--- src/rtl/elevator_request_scheduler.sv ---
// elevator_request_scheduler: LOOK-ordered destination picker with door dwell timing
module elevator_request_scheduler #(
  parameter int NUM_FLOORS  = 6,
  parameter int FLOOR_W     = 3,
  parameter int DOOR_CYCLES = 20
) (
  input  logic                  clk,
  input  logic                  rst,
  input  logic                  req_valid,
  input  logic [FLOOR_W-1:0]    req_floor,
  input  logic                  finish,
  output logic [FLOOR_W-1:0]    dest_floor,
  output logic                  door_open,
  output logic                  busy,
  output logic                  dir_up,
  output logic [NUM_FLOORS-1:0] pending
);
  localparam int CW = $clog2(DOOR_CYCLES + 1);
  typedef enum logic [1:0] {IDLE, SELECT, TRAVEL, DOOR} state_t;
  state_t state;
  logic [FLOOR_W-1:0] cur_floor, up_t, dn_t, target;
  logic found_up, found_dn, nxt_dir, req_ok, door_entry;
  logic [NUM_FLOORS-1:0] set_m, clr_m, pending_nxt;
  logic [CW-1:0] cnt;
  // nearest pending floor above (lowest such) and below (highest such) the car
  always_comb begin
    found_up = 1'b0;
    up_t = '0;
    found_dn = 1'b0;
    dn_t = '0;
    for (int i = NUM_FLOORS - 1; i >= 0; i--)
      if (pending[i] && FLOOR_W'(i) > cur_floor) begin
        found_up = 1'b1;
        up_t = FLOOR_W'(i);
      end
    for (int i = 0; i < NUM_FLOORS; i++)
      if (pending[i] && FLOOR_W'(i) < cur_floor) begin
        found_dn = 1'b1;
        dn_t = FLOOR_W'(i);
      end
  end
  assign target = dir_up ? (found_up ? up_t : found_dn ? dn_t : cur_floor)
                         : (found_dn ? dn_t : found_up ? up_t : cur_floor);
  assign nxt_dir = dir_up ? (found_up || !found_dn) : (!found_dn && found_up);
  assign req_ok = req_valid && ({1'b0, req_floor} < (FLOOR_W + 1)'(NUM_FLOORS));
  assign set_m = req_ok ? NUM_FLOORS'(1) << req_floor : '0;
  assign door_entry = (state == SELECT && target == cur_floor) || (state == TRAVEL && finish);
  // the floor being served is masked on door entry and for the whole dwell, so a
  // request for it never lands in pending
  assign clr_m = (door_entry || state == DOOR)
               ? NUM_FLOORS'(1) << (state == TRAVEL ? dest_floor : cur_floor) : '0;
  assign pending_nxt = (pending | set_m) & ~clr_m;
  assign busy = state != IDLE;
  // scheduler state machine with registered destination, direction and door outputs
  always_ff @(posedge clk) begin
    if (rst) begin
      state <= IDLE;
      dest_floor <= '0;
      cur_floor <= '0;
      pending <= '0;
      door_open <= 1'b0;
      dir_up <= 1'b1;
      cnt <= '0;
    end else begin
      pending <= pending_nxt;
      case (state)
        IDLE: begin
          dest_floor <= cur_floor;
          if (|pending) state <= SELECT;
        end
        SELECT: begin
          dest_floor <= target;
          dir_up <= nxt_dir;
          if (target == cur_floor) begin
            state <= DOOR;
            door_open <= 1'b1;
            cnt <= CW'(DOOR_CYCLES);
          end else state <= TRAVEL;
        end
        TRAVEL: if (finish) begin
          cur_floor <= dest_floor;
          state <= DOOR;
          door_open <= 1'b1;
          cnt <= CW'(DOOR_CYCLES);
        end
        DOOR: begin
          if (req_ok && req_floor == cur_floor) cnt <= CW'(DOOR_CYCLES);
          else if (cnt == CW'(1)) begin
            door_open <= 1'b0;
            state <= |pending_nxt ? SELECT : IDLE;
          end else cnt <= cnt - 1'b1;
        end
      endcase
    end
  end
endmodule
--- config.mk ---
export PLATFORM = sky130hd
export DESIGN_NAME = elevator_request_scheduler
export DESIGN_NICKNAME = d
export VERILOG_FILES = /design/src/rtl/elevator_request_scheduler.sv
export SDC_FILE = /design/constraint.sdc
export NUM_CORES = 1
export LEC_CHECK = 0
export BUFFER_PORTS_ARGS = -buffer_cell sky130_fd_sc_hd__buf_2
export CORE_UTILIZATION = 40
export DETAILED_ROUTE_END_ITERATION = 12
export GPL_TIMING_DRIVEN = 1
export PLACE_DENSITY = 0.64
export SLEW_MARGIN = 20
export SYNTH_ARGS = -nofsm -noshare
export SYNTH_HDL_FRONTEND = slang
export SYNTH_SLANG_ARGS = --single-unit
--- constraint.sdc ---
create_clock -name clk -period 2.6 [get_ports clk]
set_clock_uncertainty 0.1 [all_clocks]
set_input_delay 0 -clock clk [delete_from_list [all_inputs] [get_ports clk]]
set_output_delay 0 -clock clk [all_outputs]
set_load 0.05 [all_outputs]
==> metrics.csv <==
metric;value;unit
area of the core;4058;um2
I/O Pins;19;
crit path cell chain;inv_1 -> ha_1 -> mux2i_1 -> buf_4 -> nor3b_1 -> nor2_1 -> a211oi_1 -> and4_1 -> a211oi_1;
fin crit share;0.8465;
CP startpoint kind;register;
clock tree root buffer cell;clkbuf_8;
Period minus WS final;2.201;ns
Max Buffers Root-to-Sink;2;
CP Capture Type;register;
critical path arrival;2.27;ns
Post-synth top flop;dfxtp_1;
number of global-route vias before repair;1484;
DR vias;1721;
Leak;0.7125;nW
Avg WL per Cell;14.94;um
post-route ant nets;0;
CP Class;reg2reg;
Tot Pwr;1.385;mW
drt pass-1 iters;4;
pin count of the biggest net entering global routing;24;
total area of sequential cells;420.4;um2
most common cell after layout, fill and taps aside;a21oi_1;
# fillers;393;
ys async rst share;0;
Critical-path top delay cell;dfxtp_1;
CTS tree;built;
sequential area share after synthesis;0.2465;
multi-input gate area in the final layout;1160;um2
Final TNS setup;0;ns
total CTS buffers;3;
area grow syn2layout;12.11;%
worst hold path type;in2reg;
top achievable clock speed;454.4;MHz
Post-Syn Nets;234;
Die X;67.30;um
vias per inst;5.874;
clk_lat worst skew;0.27;ns
CP Data Required Time;2.67;ns
Max Slew Vio Count;0;
cell count after synthesis;221;
drt drc;0;
clock-pin slew on the worst setup and hold paths;0.09;ns
Mean Syn Cell Area;7.717;um2
Clock Sinks;21;
DR iter-0 viols;99;
layout cell share with drive strength beyond 1;0.1811;
Detailed Place HPWL;3274;um
row cnt;23;
Die ar.;4529;um2
Tot GR Track Use;0.2078;
RSZ-0062 raised after global routing;no;
Netlist cell types;61;
diodes inserted;0;
H-tree levels;1;
die height;67.30;um
grt ovf;0;
Worst path most repeated cell;a211oi_1;
yosys warns;0;
GP Congestion;0.9214;
initial antenna violation count;0;
Total Nets Final;257;
Max-slew headroom;0.6772;
final hold violation count;0;
setup violators final;0;
max-cap violation count;0;
Largest stage delay, worst path;0.35;ns
Post-synth EDFFs;0;
most frequent cells in the layout;a21oi_1 (24), dfxtp_1 (21), nor2_1 (18), buf_2 (18), o21ai_0 (16);
area of the mapped netlist;1705;um2
IR Drop Worst-Case VDD;0.5237;mV
outcome;finished, final reports clean;
Cell Pwr Density;724.7;nW/um2
global-route wire length before repair;7155;um
Final Routed Wirelength;4376;um
register bit count reported by yosys;21;
Tightest Pin Transition;0.4792;ns
crit path max fanout;7;
worst r2r path cells;9;
Port Buffer Count;18;
hold-critical path depth;2;
Initial Util;0.4203;
[critical path, delay by kind of cell (launching register included)]
kind,cells,cell delay [ns]
fa+ha+maj,1,0.27
simple gates,3,0.58
buf+inv,2,0.27
compound gates,2,0.27
flops,1,0.35
mux,1,0.26
[area by class of cell]
| cell class | count | area share |
|---|---|---|
| clock buffers | 3 | 0.02160 |
| clock inverters | 1 | 0.003927 |
| inverters | 12 | 0.02356 |
| multi-input cells | 177 | 0.6067 |
| flip-flops and latches | 21 | 0.2199 |
| well taps | 50 | 0.03272 |
| repair buffers | 29 | 0.09162 |
[metrics by stage]
stage	cell area (um2)	util	std cells	hold WS (ns)	setup slack [ns]
global placement	1853	0.4567	288	0.2324	0.4472
detailed placement	1853	0.4567	288	0.2336	0.4299
floorplan	1705	-	221	-0.01694	0.4854
global route	1912	0.4712	293	0.07181	0.2373
CTS	1912	0.4712	293	0.03546	0.4025
finish	1912	0.4712	293	0.04113	0.3991
[state kept, by name, summed over array words and instances (netlist names)]
| register | cells |
|---|---|
| pending | 6 |
| cur_floor | 3 |
| state | 2 |
| dir_up | 1 |
| door_open | 1 |
| cnt | 5 |
| dest_floor | 3 |
[cell families (layout without fill, tap and decap cells)]
family	count (synthesis)	count (layout)	share of synthesized area
AND/OR/NAND/NOR	76	76	0.2509
buffers and inverters	23	45	0.07336
XOR/XNOR	2	2	0.01027
AO/OA/AOI/OAI	88	88	0.3448
adder cells (fa/ha/maj)	6	6	0.04402
multiplexers	5	5	0.03008
flip-flops	21	21	0.2465
[cell usage after synthesis, drive strengths merged, types with 4 or more instances]
library cell  instances  area (um2)
buf                   8       63.80
a211oi               10       75.07
nand3                 5       25.02
nor2                 18       67.56
a21oi                24       120.1
nor2b                 6       45.04
mux2i                 4       40.04
nand2                14       52.55
nor3                  6       35.03
o21ai                20       115.1
or3                   5       42.54
dfxtp                21       420.4
inv                  12       45.04
ha                    6       75.07
[per-layer routing]
metal / part of all wire / GRT usage / wire (um) / vias up
li1: - / - / - / 871
met1: 0.49 / 0.2830 / 2139 / 794
met2: 0.45 / 0.3413 / 1956 / 49
met3: 0.048 / 0.01689 / 209 / 7
met4: 0.016 / 0.07181 / 70 / 0
met5: 0 / 0 / 0 / -
[final timing paths]
path | start | to | slack [ns]
worst max-delay path | state[0]$_SDFFE_PP0P_ | state[0]$_SDFFE_PP0P_ | 0.40
worst min-delay path | rst | pending[2]$_SDFF_PP0_ | 0.04
worst max register to register | state[0]$_SDFFE_PP0P_ | state[0]$_SDFFE_PP0P_ | 0.40
worst min register to register | door_open$_SDFFE_PP0P_ | door_open$_SDFFE_PP0P_ | 0.38
[power by group]
part	switching, mW	total, mW	internal, mW
Sequential	0.0588	0.438	0.379
Combinational	0.458	0.721	0.264
Clock	0.118	0.226	0.109
[what timing repair did]
action	CTS	global route
resized for setup	0	0
hold endpoints to repair	3	0
hold buffers	1	0
setup buffers	0	0
(Power assumes the default switching activity.)
